`src/rtl/fifo_wr_arbiter_if.sv`:
```
// Requester/FIFO write-side bundle for fifo_wr_arbiter.
// The master modport is the arbiter's view, and the slave modport is the environment's view.
interface fifo_wr_arbiter_if #(
  parameter int NUM_REQ    = 4,
  parameter int DATA_WIDTH = 16
);
  localparam int ID_W = $clog2(NUM_REQ);

  logic [NUM_REQ-1:0]            req_valid;
  logic [NUM_REQ*DATA_WIDTH-1:0] req_data;
  logic [NUM_REQ-1:0]            req_ready;
  logic                          fifo_wr_en;
  logic [DATA_WIDTH-1:0]         fifo_wr_data;
  logic                          fifo_full;
  logic [ID_W-1:0]               grant_id;
  logic                          busy;

  modport master (
    input  req_valid, req_data, fifo_full,
    output req_ready, fifo_wr_en, fifo_wr_data, grant_id, busy
  );

  modport slave (
    output req_valid, req_data, fifo_full,
    input  req_ready, fifo_wr_en, fifo_wr_data, grant_id, busy
  );
endinterface

```
`src/rtl/fifo_wr_arbiter.sv`:
```
// Round-robin arbiter funnelling NUM_REQ write requesters into one FIFO write port.
// Each grant lasts up to MAX_BURST beats; the FIFO's full flag stalls the owner without releasing it.
module fifo_wr_arbiter #(
  parameter int NUM_REQ    = 4,
  parameter int DATA_WIDTH = 16,
  parameter int MAX_BURST  = 4
) (
  input  logic               clk,
  input  logic               rst,
  fifo_wr_arbiter_if.master  bus
);
  localparam int ID_W  = $clog2(NUM_REQ);
  localparam int CNT_W = $clog2(MAX_BURST) + 1;

  typedef enum logic {IDLE, GRANT} state_e;

  state_e             state_q, state_d;
  logic [ID_W-1:0]    owner_q, owner_d;
  logic [ID_W-1:0]    last_owner_q, last_owner_d;
  logic [CNT_W-1:0]   beat_cnt_q, beat_cnt_d;

  logic                  pick_found;
  logic [ID_W-1:0]       pick_id;
  logic                  owner_valid;
  logic [DATA_WIDTH-1:0] owner_data;
  logic [NUM_REQ-1:0]    ready_vec;
  logic                  wr_en;
  logic [DATA_WIDTH-1:0] wr_data;
  logic                  busy_int;

  // Round-robin scan: indices above last_owner first, then wrap to the low ones.
  always_comb begin
    pick_found = 1'b0;
    pick_id    = '0;
    for (int i = 0; i < NUM_REQ; i++) begin
      if (!pick_found && bus.req_valid[i] && (ID_W'(i) > last_owner_q)) begin
        pick_found = 1'b1;
        pick_id    = ID_W'(i);
      end
    end
    for (int i = 0; i < NUM_REQ; i++) begin
      if (!pick_found && bus.req_valid[i] && (ID_W'(i) <= last_owner_q)) begin
        pick_found = 1'b1;
        pick_id    = ID_W'(i);
      end
    end
  end

  always_comb begin
    owner_valid = 1'b0;
    owner_data  = '0;
    for (int i = 0; i < NUM_REQ; i++) begin
      if (owner_q == ID_W'(i)) begin
        owner_valid = bus.req_valid[i];
        owner_data  = bus.req_data[i*DATA_WIDTH +: DATA_WIDTH];
      end
    end
  end

  always_ff @(posedge clk) begin
    if (rst) begin
      state_q      <= IDLE;
      owner_q      <= '0;
      last_owner_q <= ID_W'(NUM_REQ - 1);
      beat_cnt_q   <= '0;
    end else begin
      state_q      <= state_d;
      owner_q      <= owner_d;
      last_owner_q <= last_owner_d;
      beat_cnt_q   <= beat_cnt_d;
    end
  end

  always_comb begin
    state_d      = state_q;
    owner_d      = owner_q;
    last_owner_d = last_owner_q;
    beat_cnt_d   = beat_cnt_q;
    ready_vec    = '0;
    wr_en        = 1'b0;
    wr_data      = '0;
    busy_int     = 1'b0;
    case (state_q)
      IDLE: begin
        if (pick_found) begin
          owner_d    = pick_id;
          beat_cnt_d = '0;
          state_d    = GRANT;
        end
      end
      GRANT: begin
        busy_int = 1'b1;
        // A full FIFO freezes everything; the owner keeps the grant.
        if (!bus.fifo_full) begin
          for (int i = 0; i < NUM_REQ; i++) begin
            if (owner_q == ID_W'(i)) ready_vec[i] = 1'b1;
          end
          if (!owner_valid) begin
            state_d      = IDLE;
            last_owner_d = owner_q;
          end else begin
            wr_en      = 1'b1;
            wr_data    = owner_data;
            beat_cnt_d = beat_cnt_q + CNT_W'(1);
            if (beat_cnt_q == CNT_W'(MAX_BURST - 1)) begin
              state_d      = IDLE;
              last_owner_d = owner_q;
            end
          end
        end
      end
      default: state_d = IDLE;
    endcase
  end

  // Reset masks outputs immediately so an aborted burst never leaks a beat.
  assign bus.req_ready    = rst ? '0 : ready_vec;
  assign bus.fifo_wr_en   = rst ? 1'b0 : wr_en;
  assign bus.fifo_wr_data = rst ? '0 : wr_data;
  assign bus.busy         = rst ? 1'b0 : busy_int;
  assign bus.grant_id     = (rst || !busy_int) ? '0 : owner_q;
endmodule

```
`src/flat_wrapper.sv`:
```
// flat-port wrapper written by rule: the top's interface ports become plain ports
module fifo_wr_arbiter_flat 
#(
  parameter int NUM_REQ    = 4,
  parameter int DATA_WIDTH = 16,
  parameter int MAX_BURST  = 4
)
  (clk, rst, bus_req_valid, bus_req_data, bus_fifo_full, bus_req_ready, bus_fifo_wr_en, bus_fifo_wr_data, bus_grant_id, bus_busy);
  fifo_wr_arbiter_if #(.NUM_REQ(NUM_REQ), .DATA_WIDTH(DATA_WIDTH)) bus_i ();
  input  logic clk;
  input  logic rst;
  input wire logic [$bits(bus_i.req_valid)-1:0] bus_req_valid;
  input wire logic [$bits(bus_i.req_data)-1:0] bus_req_data;
  input wire logic [$bits(bus_i.fifo_full)-1:0] bus_fifo_full;
  output wire logic [$bits(bus_i.req_ready)-1:0] bus_req_ready;
  output wire logic [$bits(bus_i.fifo_wr_en)-1:0] bus_fifo_wr_en;
  output wire logic [$bits(bus_i.fifo_wr_data)-1:0] bus_fifo_wr_data;
  output wire logic [$bits(bus_i.grant_id)-1:0] bus_grant_id;
  output wire logic [$bits(bus_i.busy)-1:0] bus_busy;
  assign bus_i.req_valid = bus_req_valid;
  assign bus_i.req_data = bus_req_data;
  assign bus_i.fifo_full = bus_fifo_full;
  assign bus_req_ready = bus_i.req_ready;
  assign bus_fifo_wr_en = bus_i.fifo_wr_en;
  assign bus_fifo_wr_data = bus_i.fifo_wr_data;
  assign bus_grant_id = bus_i.grant_id;
  assign bus_busy = bus_i.busy;
  fifo_wr_arbiter #(.NUM_REQ(NUM_REQ), .DATA_WIDTH(DATA_WIDTH), .MAX_BURST(MAX_BURST)) u_core (.clk(clk), .rst(rst), .bus(bus_i));
endmodule
```
`config.mk`:
```
export PLATFORM = sky130hd
export DESIGN_NAME = fifo_wr_arbiter_flat
export DESIGN_NICKNAME = d
export VERILOG_FILES = /design/src/rtl/fifo_wr_arbiter_if.sv /design/src/rtl/fifo_wr_arbiter.sv /design/src/flat_wrapper.sv
export SDC_FILE = /design/constraint.sdc
export NUM_CORES = 1
export LEC_CHECK = 0
export CORE_MARGIN = 2
export CORE_UTILIZATION = 34
export CTS_CLUSTER_SIZE = 16
export DETAILED_ROUTE_END_ITERATION = 10
export PLACE_DENSITY = 0.91
export SLEW_MARGIN = 40
export SYNTH_ARGS = -nofsm -noshare
export SYNTH_HDL_FRONTEND = slang
export SYNTH_SLANG_ARGS = --single-unit
```
`constraint.sdc`:
```
create_clock -name clk -period 4.35 [get_ports clk]
set_input_delay 0.87 -clock clk [delete_from_list [all_inputs] [get_ports clk]]
set_output_delay 0.87 -clock clk [all_outputs]
set_load 0.02 [all_outputs]
```
==> summary.txt, run 1 <==
===================================================================================
Number of rows in the core area                                                  20
Largest net degree at the start of global routing                                26
Switching Fraction                                                            0.322
Starting density of the core                                                  0.351
Count of final max-slew check failures                                            0
Setup repair after global routing missed its margin                              no
Setup Crit Path Kind                                                   input port to primary output
Sequential-to-total area share from yosys stat                                0.153
Bufs on Longest Clock Path                                                        2
Grt total ovfl                                                                    0
Post-synthesis register bit count                                                 8
CTS Sinks                                                                         8
Comb pwr share                                                                0.563
Initial antenna violation count                                                   0
Maximum frequency from static timing analysis                               267 MHz
Post-synth net total                                                            178
Hold buffer count at CTS                                                          0
Hold Fails Final Rpt                                                              0
I/O pin total                                                                    95
Clock Tree Root                                                        sky130_fd_sc_hd__clkbuf_4
Clock tree from TritonCTS                                                     built
Actual transition at the worst max-transition pin                          0.618 ns
Max-capacitance violation count                                                   0
Post-detailed-route wirelength per cell                                     17.5 um
Pre-CTS setup slack                                                        0.641 ns
P&R area growth vs syn                                                        95.3%
Via count of the first global-routing pass                                     1336
Number of resized instances in the post-cts repair step                           0
Fill cell total of the finished layout                                          249
Setup-failing EPs final                                                           0
Global-route wire length before repair                                      6.18 mm
DRC Markers                                                                       0
Total iterations of the first detailed-routing run                                4
Mean instance size in the synthesized netlist                            9.96 sq um
Total of warnings raised by yosys                                                 0
Chip height                                                                 59.5 um
Core outline area                                                      0.00298 sq mm
Wirelength, routed                                                          4.02 mm
Total via count after detailed routing                                         1262
DIE AREA                                                               0.00354 sq mm
Leak Pwr                                                                0.000785 uW
Top flip-flop cell by instance count after synthesis                   sky130_fd_sc_hd__dfxtp_1
Register cell area after layout                                           160 sq um
H-tree levels                                                                     1
Post-layout worst setup margin                                             0.600 ns
Count of nets left with antenna violations after detail routing                   0
Gp weighted congestion                                                        0.859
Most area-hungry cell type in the Yosys netlist                        sky130_fd_sc_hd__mux4_2
Max Clock Skew                                                            0.0131 ns
Class of the tightest hold or removal check                            flop to flop
Maximum fanout along the worst path                                              15
Max-slew headroom at the worst pin                                            0.587
Required time of the critical path                                          3.48 ns
Ys async rst share                                                                0
Diode insertion count for antenna repair                                          0
Total standard cell area after synthesis                               0.00105 sq mm
Total Routing Usage GR                                                        0.237
Net switching power                                                          115 uW
Cells taking the most area after synthesis                             sky130_fd_sc_hd__mux4_2, sky130_fd_sc_hd__dfxtp_1, sky130_fd_sc_hd__and3_1, sky130_fd_sc_hd__nor2_1, sky130_fd_sc_hd__mux2i_1
Number of distinct library cells after synthesis                                 31
Status                                                                 finished, final reports clean
Total power per unit cell area                                          174 mW/mm^2
Minimum clock period                                                        3.75 ns
Power Internal                                                               241 uW
Endpoint type of the worst setup path                                  primary output
Part of the cycle the worst path needs                                        0.862
Quantity of I/O buffers inserted on ports                                        94
Data arrival time at the worst-slack endpoint                               2.88 ns
Width of the chip                                                           59.5 um
Clock buffers created by TritonCTS                                                3
Clk_lat worst skew                                                          0.27 ns
Area of the multi-input gates                                             825 sq um
Starting DRT DRC Count                                                           75
Fraction of layout cells with a size suffix above 1                           0.148
Most common library cells after synthesis                              sky130_fd_sc_hd__and3_1, sky130_fd_sc_hd__mux4_2, sky130_fd_sc_hd__nor2_1
Final #Nets                                                                     271
Clock transition at the registers of the reported paths                     0.05 ns
Post-CTS Repair Setup Buffers                                                     0
Startpoint class of the critical path                                    input port
Number of enable-type register cells in the synthesized netlist                   0
Aggregate negative setup slack                                                 0 ns
Count of placed standard cells in the final layout, fillers left out            229
Fraction of power consumed by the clock network                               0.179
Synth top area share                                                          0.366
Worst vdd ir                                                                 161 uV
Placed wire-length estimate after detailed placement                        3.31 mm
Number of vias per cell                                                        5.51
Part of the total power dissipated in sequential elements                     0.258
Synth Instances                                                                 105
Cell total after placement                                                      226
===================================================================================
cell type report:
type,count,share of cell area
clock buffer,3,0.0110
inverter,3,0.00551
multi-input combinational,84,0.404
sequential,8,0.0784
tap,33,0.0202
timing repair buffer,98,0.481
power groups by stage:
| stage | sequential (uW) | clock (uW) | combinational (uW) |
|---|---|---|---|
| 2_1_floorplan | 85.4 | 0 | 111 |
| 3_3_place_gp | 91.8 | 0 | 193 |
| 3_5_place_dp | 92.9 | 0 | 200 |
| 4_1_cts | 91.4 | 63.2 | 201 |
| 5_1_grt | 93.3 | 66.1 | 214 |
| 6_report | 91.7 | 63.8 | 200 |
worst max-delay path, stage by stage:
cell and delay, ns:
sky130_fd_sc_hd__clkdlybuf4s50_1 0.62, sky130_fd_sc_hd__nor3b_2 0.32, sky130_fd_sc_hd__buf_4 0.23, sky130_fd_sc_hd__nor3b_1 0.20, sky130_fd_sc_hd__clkdlybuf4s50_1 0.64
through the flow:
stage	hold WS [ns]	utilization	instance area, sq um	power, uW
6_report	0.466	0.686	2040	356
2_1_floorplan	0.432	-	1050	197
3_3_place_gp	0.445	0.679	2020	285
5_1_grt	0.476	0.686	2040	374
4_1_cts	0.464	0.686	2040	356
3_5_place_dp	0.448	0.679	2020	293
flip-flops by register name, summed over array words and instances, names as in the netlist:
name                 count
u_core.last_owner_q      2
u_core.owner_q           2
u_core.state_q           1
u_core.beat_cnt_q        3
routing by layer:
metal | up-vias | part of all wire | global-route usage
li1 | 596 | - | -
met1 | 594 | 0.34 | 0.249
met5 | - | 0 | 0
met3 | 8 | 0.092 | 0.0677
met4 | 0 | 0.013 | 0.0812
met2 | 64 | 0.56 | 0.444
cells by family (layout without fill, tap and decap cells):
| family | Yosys count | in the layout | synth area share |
|---|---|---|---|
| DFF | 8 | 8 | 0.153 |
| muxes | 21 | 21 | 0.406 |
| buffers and inverters | 13 | 104 | 0.0634 |
| and+or+nand+nor | 48 | 48 | 0.261 |
| adders and majority gates | 2 | 2 | 0.0239 |
| AOI/OAI and AO/OA | 13 | 13 | 0.0933 |
placed cells by master (no fill, tap or decap), types with 2 or more instances in the layout:
cell type and instances:
sky130_fd_sc_hd__and3_1 17, sky130_fd_sc_hd__o21ai_0 2, sky130_fd_sc_hd__nand2_1 4, sky130_fd_sc_hd__buf_4 3, sky130_fd_sc_hd__dfxtp_1 8, sky130_fd_sc_hd__and2_1 2, sky130_fd_sc_hd__mux2i_1 3, sky130_fd_sc_hd__ha_1 2
sky130_fd_sc_hd__nor3b_2 2, sky130_fd_sc_hd__inv_1 3, sky130_fd_sc_hd__nand2b_1 3, sky130_fd_sc_hd__clkdlybuf4s50_1 94, sky130_fd_sc_hd__mux4_2 17, sky130_fd_sc_hd__nor2_1 11, sky130_fd_sc_hd__nor2b_1 3, sky130_fd_sc_hd__nor3_1 3
sky130_fd_sc_hd__clkbuf_4 3, sky130_fd_sc_hd__a21oi_1 2, sky130_fd_sc_hd__a2111oi_0 2
path summary, 6_finish.rpt:
path                                           from                                end  slack, ns  cells past startpoint
setup / recovery                                rst                   bus_req_ready[0]       0.60                      5
setup reg to reg     u_core.owner_q[0]$_SDFFE_PP0P_  u_core.beat_cnt_q[0]$_SDFFE_PP0P_       2.43                      4
hold / removal    u_core.beat_cnt_q[2]$_SDFFE_PP0P_  u_core.beat_cnt_q[2]$_SDFFE_PP0P_       0.47                      1
hold reg to reg   u_core.beat_cnt_q[2]$_SDFFE_PP0P_  u_core.beat_cnt_q[2]$_SDFFE_PP0P_       0.47                      1
Power figures use the tool's default switching activity.
==> run 2: changes to the inputs <==
--- a/config.mk
+++ b/config.mk
@@ -5,11 +5,12 @@
 export SDC_FILE = /design/constraint.sdc
 export NUM_CORES = 1
 export LEC_CHECK = 0
+export ABC_AREA = 1
 export CORE_MARGIN = 2
 export CORE_UTILIZATION = 34
 export CTS_CLUSTER_SIZE = 16
 export DETAILED_ROUTE_END_ITERATION = 10
-export PLACE_DENSITY = 0.91
+export PLACE_DENSITY = 0.9
 export SLEW_MARGIN = 40
 export SYNTH_ARGS = -nofsm -noshare
 export SYNTH_HDL_FRONTEND = slang
==> run 2 against run 1 <==
Against the previous run:
- worst setup slack gained 0.021 ns
- worst hold slack gained 0.021 ns
- via count grew 27%
- register-to-register slack lost 0.36 ns
- final cell count grew 40%
- count of clock-buffer cells in the layout is the same
- combinational power is essentially flat
- non-clock buffer count shrank 3
- critical path depth grew 2
- wire length shrank 2.8%
- largest cell class unchanged
==> summary.txt, run 2 <==
===================================================================================
Status                                                                 finished, final reports clean
Leading cell type in the layout, fill and taps excluded                sky130_fd_sc_hd__clkdlybuf4s50_1
Wirelength, routed                                                          3.90 mm   -2.8%
Worst vdd ir                                                                 127 uV   -21%
Grt total ovfl                                                                    0   unchanged
Actual transition at the worst max-transition pin                          0.510 ns   -0.108 ns
I/O pin total                                                                    95   unchanged
Number of resized instances in the post-cts repair step                           0   unchanged
Fraction of power consumed by the clock network                               0.164   -0.015
Setup Crit Path Kind                                                   flop to primary output
DIE AREA                                                               0.00355 sq mm   +0.45%
Initial antenna violation count                                                   0   unchanged
Number of rows in the core area                                                  20   unchanged
Comb pwr share                                                                0.587   +0.024
DRC Markers                                                                       0   unchanged
Part of the total power dissipated in sequential elements                     0.249   -0.009
Maximum frequency from static timing analysis                               268 MHz   +0.57%
Synth top area share                                                          0.186   -0.180
Clock buffers created by TritonCTS                                                3   unchanged
Post-detailed-route wirelength per cell                                     12.2 um   -30%
Hold buffer count at CTS                                                          0   unchanged
Cell total after placement                                                      317   +40%
Max Clock Skew                                                           0.00256 ns   -0.0106 ns
Starting density of the core                                                  0.350   -0.00126
Quantity of I/O buffers inserted on ports                                        94   unchanged
Most common library cells after synthesis                              sky130_fd_sc_hd__nand2_1, sky130_fd_sc_hd__nor2_1, sky130_fd_sc_hd__o21ai_0
Count of placed standard cells in the final layout, fillers left out            320   +40%
Setup-failing EPs final                                                           0   unchanged
Max-capacitance violation count                                                   0   unchanged
Most frequent cell after synthesis                                     sky130_fd_sc_hd__nand2_1
Max-slew headroom at the worst pin                                            0.660   +0.0722
Number of vias per cell                                                        5.00   -9.2%
Clock tree from TritonCTS                                                     built
Most area-hungry cell type in the Yosys netlist                        sky130_fd_sc_hd__nand2_1
Class of the tightest hold or removal check                            flop to flop
Data arrival time at the worst-slack endpoint                               2.86 ns   -0.02 ns
Number of enable-type register cells in the synthesized netlist                   0   unchanged
Total via count after detailed routing                                         1601   +27%
Sequential-to-total area share from yosys stat                                0.152   -0.000729
Minimum clock period                                                        3.73 ns   -0.0212 ns
Clk_lat worst skew                                                          0.25 ns   -0.02 ns
Startpoint class of the critical path                                          flop
Maximum fanout along the worst path                                              18   +3
Post-CTS Repair Setup Buffers                                                     0   unchanged
Met2 layer usage reported by global route                                     0.389   -0.0549
Starting DRT DRC Count                                                          117   +56%
Setup repair after global routing missed its margin                              no
H-tree levels                                                                     1   unchanged
CTS Sinks                                                                         8   unchanged
Post-synthesis register bit count                                                 8   unchanged
Count of nets left with antenna violations after detail routing                   0   unchanged
Fraction of layout cells with a size suffix above 1                          0.0383   -0.110
Total standard cell area after synthesis                               0.00105 sq mm   +0.48%
Total power per unit cell area                                          172 mW/mm^2   -1.2%
Placed wire-length estimate after detailed placement                        3.09 mm   -6.7%
Bufs on Longest Clock Path                                                        2   unchanged
Required time of the critical path                                          3.48 ns   about the same
Total of warnings raised by yosys                                                 0   unchanged
Post-synth net total                                                            269   +51%
Register cell area after layout                                           160 sq um   unchanged
Diode insertion count for antenna repair                                          0   unchanged
Gp weighted congestion                                                        0.815   -5.1%
Via count of the first global-routing pass                                     1341   +0.37%
Synth Instances                                                                 196   +87%
Power Internal                                                               219 uW   -9.4%
Endpoint type of the worst setup path                                  primary output
Clock Tree Root                                                        sky130_fd_sc_hd__clkbuf_4
Aggregate negative setup slack                                                 0 ns   unchanged
Mean instance size in the synthesized netlist                            5.36 sq um   -46%
Hold Fails Final Rpt                                                              0   unchanged
Part of the cycle the worst path needs                                        0.857   -0.00488
Core outline area                                                      0.00300 sq mm   +0.84%
Leading cell types in the layout, fill and taps excluded               sky130_fd_sc_hd__clkdlybuf4s50_1, sky130_fd_sc_hd__nand2_1, sky130_fd_sc_hd__nor2_1, sky130_fd_sc_hd__o21ai_0, sky130_fd_sc_hd__nand3_1
Register ranked first by flip-flop count                               u_core.beat_cnt_q
Final #Nets                                                                     362   +34%
Chip height                                                                 59.6 um   +0.23%
Clock transition at the registers of the reported paths                     0.05 ns   about the same
Top flip-flop cell by instance count after synthesis                   sky130_fd_sc_hd__dfxtp_1
Total Routing Usage GR                                                        0.217   -0.0196
Switching Fraction                                                            0.368   +0.0465
Area of the multi-input gates                                             768 sq um   -6.8%
Count of final max-slew check failures                                            0   unchanged
Registers with the most flip-flops                                     u_core.beat_cnt_q (3), u_core.last_owner_q (2), u_core.owner_q (2)
Largest register FFs                                                              3   unchanged
Width of the chip                                                           59.6 um   +0.23%
Ys async rst share                                                                0   unchanged
Net switching power                                                          128 uW   +11%
GR Layer Usage met1                                                           0.264   +0.0152
Number of distinct library cells after synthesis                                 26   -16%
Largest net degree at the start of global routing                                19   -27%
Cells taking the most area after synthesis                             sky130_fd_sc_hd__nand2_1, sky130_fd_sc_hd__dfxtp_1, sky130_fd_sc_hd__nor2_1, sky130_fd_sc_hd__o21ai_0, sky130_fd_sc_hd__nand3_1
Total iterations of the first detailed-routing run                                4   unchanged
Met3 GRT Util                                                                0.0393   -0.0284
Top Usage Layer GRT                                                            met2
Fill cell total of the finished layout                                          258   +3.6%
Leak Pwr                                                                0.000875 uW   +11%
Global-route wire length before repair                                      6.01 mm   -2.8%
P&R area growth vs syn                                                        91.4%
===================================================================================
run 2: stage by stage:
stage                     worst slack (ns)  hold WS, ns   util  total power, uW  instance area, sq um
final                                0.621        0.487  0.670              346                  2010
after global routing                 0.420        0.521  0.670              376                  2010
after CTS                            0.626        0.498  0.670              350                  2010
after detailed placement             0.746        0.484  0.663              291                  1990
after global placement               0.778        0.477  0.663              289                  1990
after floorplan                       1.37        0.452      -              198                  1050
run 2: final cells by class:
| class | count | area share |
|---|---|---|
| inverter | 19 | 0.0354 |
| multi-input combinational | 162 | 0.382 |
| tap | 33 | 0.0205 |
| clock buffer | 3 | 0.0112 |
| sequential | 8 | 0.0796 |
| timing repair buffer | 95 | 0.471 |
run 2: routing by layer:
layer | part of all wire | up-vias
met3 | 0.090 | 6
li1 | - | 832
met5 | 0 | -
met2 | 0.49 | 62
met4 | 0.014 | 0
met1 | 0.41 | 701
run 2: final timing paths:
check | slack (ns) | from | to | depth (start not counted)
max reg2reg | 2.07 | u_core.owner_q[0]$_SDFFE_PP0P_ | u_core.beat_cnt_q[1]$_SDFFE_PP0P_ | 8
min | 0.49 | u_core.last_owner_q[0]$_SDFFE_PP1P_ | u_core.last_owner_q[0]$_SDFFE_PP1P_ | 2
max | 0.62 | u_core.owner_q[0]$_SDFFE_PP0P_ | bus_fifo_wr_en | 7
min reg2reg | 0.49 | u_core.last_owner_q[0]$_SDFFE_PP1P_ | u_core.last_owner_q[0]$_SDFFE_PP1P_ | 2
run 2: power groups by stage:
stage	registers [uW]	logic, uW	clock network, uW
3_3_place_gp	87.4	202	0
4_1_cts	86.0	205	59.0
2_1_floorplan	84.4	114	0
3_5_place_dp	87.6	204	0
5_1_grt	87.1	226	63.0
6_report	86.2	203	56.9
run 2: critical path, cell delays in order, from the launching register on:
cell and delay, ns:
sky130_fd_sc_hd__dfxtp_1 0.64, sky130_fd_sc_hd__nand2_1 0.36, sky130_fd_sc_hd__inv_1 0.41, sky130_fd_sc_hd__nand2_1 0.18, sky130_fd_sc_hd__and2_4 0.20, sky130_fd_sc_hd__nand2_4 0.18, sky130_fd_sc_hd__inv_1 0.09, sky130_fd_sc_hd__clkdlybuf4s50_1 0.54
run 2: cell families after synthesis:
family                   Yosys count  share of synthesized area
flip-flops                         8                      0.152
AND/OR/NAND/NOR                  118                      0.488
AO/OA/AOI/OAI                     42                      0.219
buffers and inverters             26                      0.117
adder cells (fa/ha/maj)            2                     0.0238
